<file path="src/rtl/adc_cfg_pkg.sv">
// adc_cfg_pkg: shared types and constants for the ADC configuration controller.
// Holds the FSM encoding, serial frame layout and the power-up init register table.
package adc_cfg_pkg;

  typedef enum logic [2:0] {
    POR_WAIT,
    INIT,
    SHIFT,
    GAP,
    CAL_PULSE,
    CAL_WAIT,
    IDLE
  } state_t;

  localparam int          FRAME_W      = 32;
  localparam logic [11:0] FRAME_HEADER = 12'h001;

  // Init table, entry 0 is written first.
  localparam int INIT_ENTRIES = 3;
  localparam int INIT_IW      = $clog2(INIT_ENTRIES);
  localparam logic [INIT_ENTRIES-1:0][3:0]  INIT_ADDR = {4'h3, 4'h2, 4'h1};
  localparam logic [INIT_ENTRIES-1:0][15:0] INIT_DATA = {16'h8000, 16'h007F, 16'hB2FF};

  // Build a serial frame: header, register address, register value (MSB first on the wire).
  function automatic logic [FRAME_W-1:0] make_frame(input logic [3:0] addr, input logic [15:0] data);
    return {FRAME_HEADER, addr, data};
  endfunction

endpackage

</file>
<file path="src/rtl/adc_serial_shifter.sv">
// adc_serial_shifter: 3-wire serial frame generator.
// A start pulse while idle (SCS high) loads the frame; SCS drops with bit 31 already on
// SDATA, each bit is SCLK_DIV cycles low then SCLK_DIV cycles high, SDATA only changes on
// the falling SCLK edge, and SCS returns high in the cycle SCLK goes low after bit 0.
// done pulses for one cycle together with the SCS rise.
module adc_serial_shifter
  import adc_cfg_pkg::*;
#(
  parameter int SCLK_DIV = 4
) (
  input  logic               clk,
  input  logic               rst_n,
  input  logic               start,
  input  logic [FRAME_W-1:0] frame,
  output logic               sclk,
  output logic               sdata,
  output logic               scs,
  output logic               done
);

  localparam int DW = (SCLK_DIV > 1) ? $clog2(SCLK_DIV) : 1;

  logic [DW-1:0]      div_cnt;
  logic [4:0]         bit_cnt;
  logic [FRAME_W-1:0] shreg;

  // Divider, bit counter and shift register; all pin outputs come straight from flops.
  always_ff @(posedge clk or negedge rst_n) begin
    if (!rst_n) begin
      sclk    <= 1'b0;
      sdata   <= 1'b0;
      scs     <= 1'b1;
      done    <= 1'b0;
      div_cnt <= '0;
      bit_cnt <= '0;
      shreg   <= '0;
    end else begin
      done <= 1'b0;
      if (scs) begin
        if (start) begin
          scs     <= 1'b0;
          sclk    <= 1'b0;
          sdata   <= frame[FRAME_W-1];
          shreg   <= frame << 1;
          div_cnt <= '0;
          bit_cnt <= '0;
        end
      end else if (div_cnt == DW'(SCLK_DIV - 1)) begin
        div_cnt <= '0;
        if (!sclk) begin
          sclk <= 1'b1;
        end else begin
          sclk <= 1'b0;
          if (bit_cnt == 5'(FRAME_W - 1)) begin
            scs   <= 1'b1;
            sdata <= 1'b0;
            done  <= 1'b1;
          end else begin
            bit_cnt <= bit_cnt + 1'b1;
            sdata   <= shreg[FRAME_W-1];
            shreg   <= shreg << 1;
          end
        end
      end else begin
        div_cnt <= div_cnt + 1'b1;
      end
    end
  end

endmodule

</file>
<file path="src/rtl/adc_cfg_ctrl.sv">
// adc_cfg_ctrl: ADC serial configuration and calibration sequencer.
// After reset: power-up wait, init table writes, one calibration, then ready.
// Afterwards serves host register writes (cfg_req) and calibrations (cal_req).
// Optional macro ADC_CFG_SHADOW_EN adds a 16x16 shadow copy of written registers
// readable through shadow_addr/shadow_data.
module adc_cfg_ctrl
  import adc_cfg_pkg::*;
#(
  parameter int SCLK_DIV         = 4,
  parameter int POR_CYCLES       = 4000,
  parameter int GAP_CYCLES       = 8,       // minimum 2: cfg_ack is raised one cycle ahead
  parameter int CAL_PULSE_CYCLES = 40,
  parameter int CAL_TIMEOUT      = 1048576, // minimum 2: cal_ack is raised one cycle ahead
  parameter int NUM_INIT         = INIT_ENTRIES
) (
  input  logic        USER_CLK,
  input  logic        USER_RESET_N,
  input  logic        cfg_req,
  input  logic [3:0]  cfg_addr,
  input  logic [15:0] cfg_data,
  output logic        cfg_ack,
  input  logic        cal_req,
  output logic        cal_ack,
  output logic        busy,
  output logic        ready,
  output logic        cal_timeout,
  output logic        ADC_SCLK,
  output logic        ADC_SDATA,
  output logic        ADC_SCS,
  output logic        ADC_RUN_CALIB,
  input  logic        ADC_CALIB
`ifdef ADC_CFG_SHADOW_EN
  ,
  input  logic [3:0]  shadow_addr,
  output logic [15:0] shadow_data
`endif
);

  state_t               state, state_n;
  logic [31:0]          cnt;
  logic [INIT_IW-1:0]   idx;
  logic                 calib_s1, calib_s2;
  logic                 seen_hi, cal_end, cal_ok, cal_trig;
  logic                 start, sh_done;
  logic [FRAME_W-1:0]   frame_n;

  adc_serial_shifter #(.SCLK_DIV(SCLK_DIV)) u_shifter (
    .clk   (USER_CLK),
    .rst_n (USER_RESET_N),
    .start (start),
    .frame (frame_n),
    .sclk  (ADC_SCLK),
    .sdata (ADC_SDATA),
    .scs   (ADC_SCS),
    .done  (sh_done)
  );

  // Calibration complete once the ADC's busy flag has been seen high and is low again.
  // The decision is taken one cycle before leaving CAL_WAIT so cal_ack lands in the last
  // CAL_WAIT cycle and a still-held cal_req is not re-accepted in the same cycle.
  assign cal_ok   = seen_hi && !calib_s2;
  assign cal_trig = (state == CAL_WAIT) && !cal_end && (cal_ok || cnt == 32'(CAL_TIMEOUT - 2));

  // Two-flop synchroniser for the asynchronous ADC_CALIB pin.
  always_ff @(posedge USER_CLK or negedge USER_RESET_N) begin
    if (!USER_RESET_N) begin
      calib_s1 <= 1'b0;
      calib_s2 <= 1'b0;
    end else begin
      calib_s1 <= ADC_CALIB;
      calib_s2 <= calib_s1;
    end
  end

  // State register.
  always_ff @(posedge USER_CLK or negedge USER_RESET_N) begin
    if (!USER_RESET_N) state <= POR_WAIT;
    else               state <= state_n;
  end

  // Next-state logic; a frame is launched on the transition into SHIFT.
  always_comb begin
    state_n = state;
    start   = 1'b0;
    frame_n = '0;
    case (state)
      POR_WAIT:  if (cnt == 32'(POR_CYCLES - 1)) state_n = INIT;
      INIT: begin
        frame_n = make_frame(INIT_ADDR[idx], INIT_DATA[idx]);
        start   = 1'b1;
        state_n = SHIFT;
      end
      SHIFT:     if (sh_done) state_n = GAP;
      GAP: begin
        if (cnt == 32'(GAP_CYCLES - 1)) begin
          if (ready)                        state_n = IDLE;
          else if (int'(idx) + 1 < NUM_INIT) state_n = INIT;
          else                              state_n = CAL_PULSE;
        end
      end
      CAL_PULSE: if (cnt == 32'(CAL_PULSE_CYCLES - 1)) state_n = CAL_WAIT;
      CAL_WAIT:  if (cal_end) state_n = IDLE;
      IDLE: begin
        if (cfg_req) begin
          frame_n = make_frame(cfg_addr, cfg_data);
          start   = 1'b1;
          state_n = SHIFT;
        end else if (cal_req) begin
          state_n = CAL_PULSE;
        end
      end
      default:   state_n = POR_WAIT;
    endcase
  end

  // Phase counter, init index, calibration tracking and registered status outputs.
  always_ff @(posedge USER_CLK or negedge USER_RESET_N) begin
    if (!USER_RESET_N) begin
      cnt           <= '0;
      idx           <= '0;
      seen_hi       <= 1'b0;
      cal_end       <= 1'b0;
      busy          <= 1'b1;
      ready         <= 1'b0;
      cal_timeout   <= 1'b0;
      cfg_ack       <= 1'b0;
      cal_ack       <= 1'b0;
      ADC_RUN_CALIB <= 1'b0;
    end else begin
      cnt           <= (state_n != state) ? '0 : cnt + 32'd1;
      busy          <= (state_n != IDLE);
      ADC_RUN_CALIB <= (state_n == CAL_PULSE);
      seen_hi       <= (state == CAL_WAIT) && (seen_hi || calib_s2);
      cal_end       <= (state == CAL_WAIT) && (cal_end || cal_trig);
      cfg_ack       <= ready && (state == GAP) && (cnt == 32'(GAP_CYCLES - 2));
      cal_ack       <= ready && cal_trig;
      if (state == GAP && state_n == INIT) idx <= idx + 1'b1;
      if (cal_trig) cal_timeout <= !cal_ok;
      if (state == CAL_WAIT && cal_end) ready <= 1'b1;
    end
  end

`ifdef ADC_CFG_SHADOW_EN
  logic [19:0]       wr_q;
  logic [15:0][15:0] shadow;

  // Shadow copy of every completed frame, read back with one cycle of latency.
  always_ff @(posedge USER_CLK or negedge USER_RESET_N) begin
    if (!USER_RESET_N) begin
      wr_q        <= '0;
      shadow      <= '0;
      shadow_data <= '0;
    end else begin
      if (start) wr_q <= frame_n[19:0];
      if (state == SHIFT && sh_done) shadow[wr_q[19:16]] <= wr_q[15:0];
      shadow_data <= shadow[shadow_addr];
    end
  end
`endif

endmodule

</file>
<file path="config.mk">
export PLATFORM = sky130hd
export DESIGN_NAME = adc_cfg_ctrl
export DESIGN_NICKNAME = d
export VERILOG_FILES = /design/src/rtl/adc_cfg_pkg.sv /design/src/rtl/adc_serial_shifter.sv /design/src/rtl/adc_cfg_ctrl.sv
export SDC_FILE = /design/constraint.sdc
export NUM_CORES = 1
export LEC_CHECK = 0
export CORE_ASPECT_RATIO = 0.75
export CORE_MARGIN = 10
export CORE_UTILIZATION = 35
export CTS_CLUSTER_DIAMETER = 40
export DETAILED_ROUTE_END_ITERATION = 10
export DONT_BUFFER_PORTS = 1
export HOLD_SLACK_MARGIN = 0.08
export PLACE_DENSITY_LB_ADDON = 0.15
export SLEW_MARGIN = 20
export SYNTH_ARGS = -nofsm -noshare
export SYNTH_HDL_FRONTEND = slang
export SYNTH_SLANG_ARGS = --single-unit
export TNS_END_PERCENT = 20
</file>
<file path="constraint.sdc">
create_clock -name USER_CLK -period 2.1 [get_ports USER_CLK]
set_input_delay 0.21 -clock USER_CLK [delete_from_list [all_inputs] [get_ports USER_CLK]]
set_output_delay 0.21 -clock USER_CLK [all_outputs]
set_load 0.05 [all_outputs]
</file>
==> reports/metrics.cfg, run 1 <==
[run_status]
outcome=finished, violations left
violations=hold timing

[sta]
hold_viol=89
post-route-period-util_pct=94.07
maxSlewHeadroom_pct=65.39
max_slew.worst_pin.slew_ns=0.5191
max_freq_ghz=0.5062
final_max_slew_viol_count=0
whs_ns=-0.4321
fin_ws_ns=0.1245
clock_skew_ns=0.009235
min_period_ns=1.975
rsz0062_at_grt=no
fin_setup_tns_ns=0
setup_viol=0

[pwr]
p_comb_share_pct=0.1
leakage_uw=0.002315
power_switching_uw=690.0
clockPowerShare_pct=51.1
p_int_uw=2833
cellPowerDensity_nw_per_um2=677.2
p_sw_share_pct=19.58
ir_drop_uv=436.1
seqPwrFrac_pct=48.7

[floorplan]
die_h_um=118.4
die_w_um=151.3
rows=35
ioPinCount=34
start_util_pct=36.23
die_area_um2=17910
core-area_um2=12480

[synth]
synthFlopType=dfrtp_1
synth_area_um2=4522
yosysWarningCount=0
syn_nets=499
synth_seq_cells=89
avgSynthCellArea_um2=9.683
synthArstFlopShare_pct=100.0
synthCells=467
synth_cell_types=58
yosysSeqAreaShare_pct=49.31
synth_edf_count=0

[global_routing]
grt.overflow.total=0
track_usage_pct=12.04
antenna_found_initial=0
grt_pass1_wl_mm=17.51
grt_start_max_net_pins=90
grt_pass1_vias=3278

[min_path]
hold_class=in2async

[clock_tree]
clk_pin_slew_ns=0.07
ctsHoldBuffers=1
clk_path_buf_depth=2
cts_made_buffers=9
insertion_delay_ns=0.34
cts.sinks=89
cts_tree=done
htreeDepth=3
post_cts_buffers=0
root_buffer=clkbuf_16

[drt]
ant_nets=0
dr_wl_met2_mm=4.106
routed_wl_mm=10.31
via_count=3361
post_drt_wl_per_cell_um=15.86
route.met3.wl_um=474
first_pass_iters=4
drc_errors=0
routed.top_layer=met4
via_per_inst=5.171
m1WireLength_mm=5.664
first_iter_violations=214

[setup_path]
cp_max_fo=5
arrival_ns=2.23
crit_slowest_cell=dfrtp_1
cp-end-kind=flip-flop
criticalPathCategory=reg2reg
crit_chain=nor4_2 > nand4_2 > o31ai_1 > nand3_1 > nor4bb_4
worstPathRequired_ns=2.36
start_kind=flip-flop
slowest_delay_ns=0.43

[placement]
io_buffer_count=0
dp_hpwl_mm=7.135
place_inst=633
globalplace.congestion=0.7912
dp_slack_ns=0.1178

[job]
maxCapViolations=0

[layout]
final_common_cell=dfrtp_1
nets=511
antenna_cells=0
area_growth_pct=15.05
instances_no_fill=650
mostFrequentLayoutCells=87 x dfrtp_1, 53 x nor2_1, 44 x nand2_1
utilization_pct=41.68
post_route_cells_drive_above_1_share_pct=13.43

==> worst max-delay path: cells and delay by family (launching register included) <==
| family | cells | cell delay, ns |
|---|---|---|
| AND/OR/NAND/NOR | 4 | 1.16 |
| flip-flops | 1 | 0.43 |
| AO/OA/AOI/OAI | 1 | 0.30 |
==> Yosys cell counts, drive strengths merged, types with 4 or more instances <==
master | instances | area (um^2)
o221ai | 13 | 113.9
a31oi | 7 | 43.79
nand2 | 45 | 171.4
and4 | 4 | 36.29
clkbuf | 19 | 73.82
dfrtp | 87 | 2177
buf | 7 | 43.79
nor2 | 53 | 198.9
nand4 | 17 | 127.6
o21ai | 13 | 68.82
nor2b | 10 | 62.56
o21a | 15 | 112.6
ha | 7 | 87.58
nor3 | 9 | 45.04
nor3b | 6 | 50.05
nand3 | 27 | 135.1
inv | 25 | 93.84
xor2 | 23 | 201.4
a21oi | 23 | 118.9
nor4 | 9 | 102.6
xnor2 | 10 | 87.58
and3 | 6 | 37.54
==> flip-flops by register name, summed over array words and instances, names as in the netlist, 2 cells and up <==
register and cells:
cnt 32, state 3, u_shifter.div_cnt 2, idx 2, u_shifter.shreg 31, u_shifter.bit_cnt 5
==> cell families (layout without fill, tap and decap cells) <==
kind of cell,count (synthesis),count (layout),share of synthesized area [%]
multiplexers,2,2,0.4704
XOR/XNOR,33,33,6.392
buffers and inverters,51,68,4.676
flip-flops,89,89,49.31
adder cells (fa/ha/maj),7,7,1.937
AO/OA/AOI/OAI,87,87,13.48
AND/OR/NAND/NOR,198,198,23.74
==> power by group through the flow <==
stage	registers [uW]	logic (uW)	clock network [uW]
final	1720	5.01	1800
after global routing	1720	5.50	1930
after CTS	1720	5.03	1860
after detailed placement	1750	3.51	0
after global placement	1750	3.52	0
after floorplan	1750	3.10	0
==> through the flow <==
step	power [uW]	cell area (um^2)
finish	3523	5202
global route	3648	5202
CTS	3579	5180
detailed placement	1752	4832
global placement	1752	4832
floorplan	1752	4522
==> cell type report <==
class	count	area [um^2]
sequential	89	2230
fill	1254	7278
timing repair buffer	27	230.2
multi-input combinational	327	2103
clock buffer	11	252.7
inverter	25	93.84
tap	166	207.7
clock inverter	5	85.08
==> routing by layer <==
| metal | global-route usage (%) | vias to the layer above |
|---|---|---|
| li1 | - | 1661 |
| met1 | 18.10 | 1646 |
| met3 | 4.079 | 5 |
| met2 | 15.78 | 49 |
| met5 | 0 | - |
| met4 | 3.061 | 0 |
==> path summary, 6_finish.rpt <==
path	startpoint	end	slack, ns	depth (start not counted)
worst min register to register	calib_s1	calib_s2	0.35	0
min in group USER_CLK	cfg_data[0]	u_shifter.shreg[1]	0.10	2
max in group asynchronous	USER_RESET_N	u_shifter.scs	2.27	0
worst max register to register	cnt[17]	ADC_RUN_CALIB	0.12	5
worst max-delay path	cnt[17]	ADC_RUN_CALIB	0.12	5
worst min-delay path	USER_RESET_N	cfg_ack	-0.43	0
==> repair_timing <==
action                     CTS  global route
hold endpoints to repair    90            89
resized for setup            0             3
setup endpoints to repair    0            13
Note: power is estimated with default switching activity, not from simulation.
==> run 2: changes to the inputs <==
Clock period 2.1 ns to 2 ns, I/O delays scaled along.
==> run 2 against run 1 <==
The flow still finishes with violations (hold timing). Die area unchanged. Cell area increased by 2.5%. Wire length increased by 3.4%. Via count increased by 4.6%. Utilization increased by 1.0 points. Clock power decreased by 4%. Worst hold slack got worse by 0.0069 ns. Critical endpoint is now cnt[31]. Largest cell class unchanged. Largest power group is now sequential cells.
==> reports/metrics.cfg, run 2 (synthesis results as in run 1) <==
[run_status]
outcome=finished, violations left
violations=hold timing

[clock_tree]
cts_made_buffers=9
clk_pin_slew_ns=0.07
cts_tree=done
htreeDepth=3
root_buffer=clkbuf_16
post_cts_buffers=0
insertion_delay_ns=0.34
ctsHoldBuffers=4
clk_path_buf_depth=2
cts.sinks=89

[job]
maxCapViolations=0

[setup_path]
worstPathRequired_ns=2.27
cp-end-kind=flip-flop
cp_max_fo=17
crit_buf_inv=1
critPathTopFamily=simple AND/OR/NAND/NOR gates
cp-startpoint=cnt[6]
crit_chain=nand4_1 > nor4_4 > buf_12 > nand2_2 > or3_1 > a21oi_2
ff2ff_path_depth=6
slowest_delay_ns=0.44
arrival_ns=2.19
start_kind=flip-flop
critical_path_depth=6
endpoint=cnt[31]
regToRegSetupSlack_ns=0.08
criticalPathCategory=reg2reg
crit_slowest_cell=dfrtp_1
r2r_start=cnt[6]
worst_r2r_endpoint=cnt[31]

[sta]
clock_skew_ns=0.008220
post-route-period-util_pct=96.24
whs_ns=-0.4390
final_max_slew_viol_count=0
min_period_ns=1.925
fin_ws_ns=0.07529
max_slew.worst_pin.slew_ns=0.5231
fin_setup_tns_ns=0
setup_viol=0
maxSlewHeadroom_pct=65.13
rsz0062_at_grt=no
hold_viol=89
max_freq_ghz=0.5196

[pwr]
ir_drop_uv=409.9
cellPowerDensity_nw_per_um2=665.5
leakage_uw=0.002373

[layout]
top_register=cnt
reg_top3=cnt: 32 flops, u_shifter.shreg: 31 flops, u_shifter.bit_cnt: 5 flops
fin_area_um2=5330
area_growth_pct=17.87
largest_reg_flops=32
mostFrequentLayoutCells=87 x dfrtp_1, 53 x nor2_1, 43 x nand2_1
final_common_cell=dfrtp_1
fill_cells=1227
post_route_cells_drive_above_1_share_pct=14.95
antenna_cells=0
nets=522

[min_path]
hold_class=in2async

[drt]
first_iter_violations=210
post_drt_wl_per_cell_um=16.13
ant_nets=0
via_count=3516
via_per_inst=5.319
drc_errors=0
first_pass_iters=4
routed_wl_mm=10.66

[placement]
globalplace.congestion=0.8155
io_buffer_count=0
placed_area_um2=4897
dp_hpwl_mm=7.181
dp_slack_ns=0.01414

[floorplan]
ioPinCount=34
die_area_um2=17910
rows=35
start_util_pct=36.23
die_h_um=118.4
die_w_um=151.3
core-area_um2=12480

[global_routing]
grt.overflow.total=0
grtUsageMet1_pct=17.91
grt_busiest_layer=met1
antenna_found_initial=0
use_met2_pct=16.32
met3_usage_pct=3.279
grt_start_max_net_pins=90
grt_pass1_wl_mm=17.60
track_usage_pct=11.99
grt_pass1_vias=3439

## run 2: cell count changes in the layout (fill, tap and decap cells not counted), moves of 3 or more
cell           change
buf_4              +6
dlygate4sd3_1      +3
nor4_4             +3
nor4_2             -3
## run 2: worst min-delay path by stage
stage	start	to	slack, ns	cells past startpoint
4_1_cts	USER_RESET_N	cnt[26]	-0.45	0
3_3_place_gp	USER_RESET_N	cnt[16]	-0.09	0
6_report	USER_RESET_N	u_shifter.bit_cnt[2]	-0.44	0
5_1_grt	USER_RESET_N	cnt[26]	-0.46	0
2_1_floorplan	USER_RESET_N	ADC_RUN_CALIB	-0.1	0
3_5_place_dp	USER_RESET_N	cnt[11]	-0.09	0
## run 2: metrics by stage
| step | power (uW) | std cells | hold WS, ns | utilization, % |
|---|---|---|---|---|
| global placement | 1840 | 640 | -0.08819 | 39.24 |
| finish | 3547 | 661 | -0.4390 | 42.71 |
| CTS | 3600 | 660 | -0.4542 | 42.00 |
| detailed placement | 1840 | 640 | -0.08863 | 39.24 |
| global route | 3680 | 661 | -0.4586 | 42.71 |
| floorplan | 1840 | 467 | -0.09559 | - |
## run 2: cell type report
class | count | area, um^2 | area share [%]
flip-flops and latches | 89 | 2230 | 41.83
multi-input cells | 327 | 2143 | 40.21
repair buffers | 38 | 350.3 | 6.573
clock buffers | 11 | 242.7 | 4.554
well taps | 166 | 207.7 | 3.897
inverters | 25 | 93.84 | 1.761
clock inverters | 5 | 62.56 | 1.174
## run 2: per-layer routing
| metal | part of all wire, % | wire length, um | vias up |
|---|---|---|---|
| li1 | - | - | 1695 |
| met2 | 41 | 4403 | 58 |
| met4 | 1.0 | 108 | 0 |
| met5 | 0 | 0 | - |
| met1 | 53 | 5692 | 1754 |
| met3 | 4.3 | 456 | 9 |
## run 2: report_power, final
group	internal, uW	total [uW]	switching [uW]
clock	1010	1730	725
sequential	1800	1800	0.563
combinational	7.32	10.3	2.96
## run 2: timing repair
action	CTS	global route
gates resized for setup	0	10
setup endpoints to repair	0	18
hold endpoints to repair	93	89
==> run 3: changes to the inputs <==
Settings changed: PLACE_DENSITY_LB_ADDON 0.15 to not set.
==> run 3 against run 2 <==
The run still ends with hold timing left. Sequential power about the same. Setup slack got worse by 0.019 ns. Cell count increased by 0.15%. Non-clock buffer count increased by 1. Critical path depth unchanged. Wire length decreased by 0.96%. Die area unchanged. Critical path type unchanged. Largest power group unchanged. Highest routed layer unchanged.
==> reports/metrics.cfg, run 3 (synthesis results as in run 1) <==
[pwr]
ir_drop_uv=392.4
p_total_uw=3457
leakage_uw=0.002366
cellPowerDensity_nw_per_um2=649.5

[drt]
drc_errors=0
routed_wl_mm=10.56
first_iter_violations=271
ant_nets=0
first_pass_iters=4
post_drt_wl_per_cell_um=15.95
via_per_inst=5.281
via_count=3496

[clock_tree]
insertion_delay_ns=0.34
clk_path_buf_depth=2
cts.sinks=89
ctsHoldBuffers=1
cts_tree=done
clk_pin_slew_ns=0.07
htreeDepth=3
cts_made_buffers=9
root_buffer=clkbuf_16

[global_routing]
grt_busiest_layer=met1
use_met2_pct=17.03
grtUsageMet1_pct=17.17
grt_pass1_wl_mm=17.46
grt_pass1_vias=3300
grt_start_max_net_pins=90
met3_usage_pct=3.012
grt.overflow.total=0
track_usage_pct=11.94
antenna_found_initial=0

[floorplan]
die_w_um=151.3
ioPinCount=34
core-area_um2=12480
die_h_um=118.4
die_area_um2=17910
rows=35
start_util_pct=36.23

[setup_path]
ff2ff_path_depth=6
critical_path_depth=6
slowest_delay_ns=0.44
criticalPathCategory=reg2reg
critPathTopFamily=simple AND/OR/NAND/NOR gates
start_kind=flip-flop
arrival_ns=2.17
worstPathRequired_ns=2.22
crit_slowest_cell=o32a_4
cp_max_fo=17
regToRegSetupSlack_ns=0.06
r2r_start=cnt[13]
worst_r2r_endpoint=cnt[0]
crit_buf_inv=1
cp-end-kind=flip-flop
crit_chain=nor4_4 > nand4_1 > o32a_4 > o21bai_4 > buf_12 > nor3_1

[placement]
dp_hpwl_mm=7.434
globalplace.congestion=0.8499
io_buffer_count=0
placed_area_um2=4905

[layout]
post_route_cells_drive_above_1_share_pct=16.33
nets=523
fin_area_um2=5323
final_common_cell=dfrtp_1
reg_top3=cnt: 32 flops, u_shifter.shreg: 31 flops, u_shifter.bit_cnt: 5 flops
largest_reg_flops=32
area_growth_pct=17.71
top_register=cnt
antenna_cells=0
mostFrequentLayoutCells=85 x dfrtp_1, 53 x nor2_1, 43 x nand2_1

[run_status]
outcome=finished, violations left
violations=hold timing

[sta]
fin_setup_tns_ns=0
post-route-period-util_pct=97.16
whs_ns=-0.4422
clock_skew_ns=0.01037
final_max_slew_viol_count=0
rsz0062_at_grt=yes
setup_viol=0
max_slew.worst_pin.slew_ns=0.5097
maxSlewHeadroom_pct=66.02
min_period_ns=1.943
hold_viol=89
max_freq_ghz=0.5146

[min_path]
hold_class=in2async

[job]
maxCapViolations=0

run 3: cell types whose count changed in the layout (fill, tap and decap cells not counted), sizes merged:
| cell | delta |
|---|---|
| buf | +5 |
| bufinv | -1 |
| clkbuf | +2 |
| clkinv | +1 |
| clkinvlp | -2 |
| dlygate4sd3 | -3 |
| inv | -1 |
run 3: metal layers:
metal  part of all wire [%]  up-vias
met5                      0        -
met4                    1.6        0
met3                    4.1       11
met2                     44       76
met1                     50     1726
li1                       -     1683
run 3: layout make-up:
cell class | instances | area, um^2
fillers | 1199 | 7158
flip-flops and latches | 89 | 2232
multi-input cells | 327 | 2151
repair buffers | 39 | 344.1
clock buffers | 14 | 284.0
well taps | 166 | 207.7
inverters | 25 | 93.84
clock inverters | 2 | 10.01
run 3: repair_timing:
action | 4_1_cts | 5_1_grt
endpoints found under the hold margin | 90 | 89
pin swaps | 1 | 4
buffers inserted | 0 | 4
gates resized for setup | 0 | 16
endpoints found under the setup margin | 1 | 29
run 3: worst reg2reg max path, delay by kind of cell, from the launching register on:
kind / cells / cell delay [ns]
flip-flops: 1 / 0.43
AND/OR/NAND/NOR: 3 / 0.64
buffers and inverters: 1 / 0.17
AO/OA/AOI/OAI: 2 / 0.59
run 3: metrics by stage:
| step | std cells | hold WS (ns) | utilization, % | setup WS [ns] |
|---|---|---|---|---|
| after floorplan | 467 | -0.09559 | - | 0.1422 |
| after global placement | 641 | -0.09115 | 39.30 | 0.05606 |
| after detailed placement | 641 | -0.09105 | 39.30 | 0.0002072 |
| after CTS | 658 | -0.4504 | 41.73 | 0.01481 |
| final | 662 | -0.4422 | 42.65 | 0.05672 |
| after global routing | 662 | -0.4536 | 42.65 | -0.02858 |
run 3: how the worst max path moves through the flow:
stage / from / end
after floorplan: u_shifter.bit_cnt[0] / u_shifter.shreg[21]
after global placement: cnt[13] / cnt[3]
after detailed placement: cnt[29] / ADC_RUN_CALIB
after CTS: cnt[29] / ADC_RUN_CALIB
after global routing: cnt[30] / ADC_RUN_CALIB
final: cnt[13] / cnt[0]
run 3: report_power, final:
part	total, uW	internal, uW	leakage [uW]	switching, uW
Sequential	1800	1800	0.00114	0.567
Combinational	6.23	3.42	0.00108	2.81
Clock	1650	975	0.000149	673
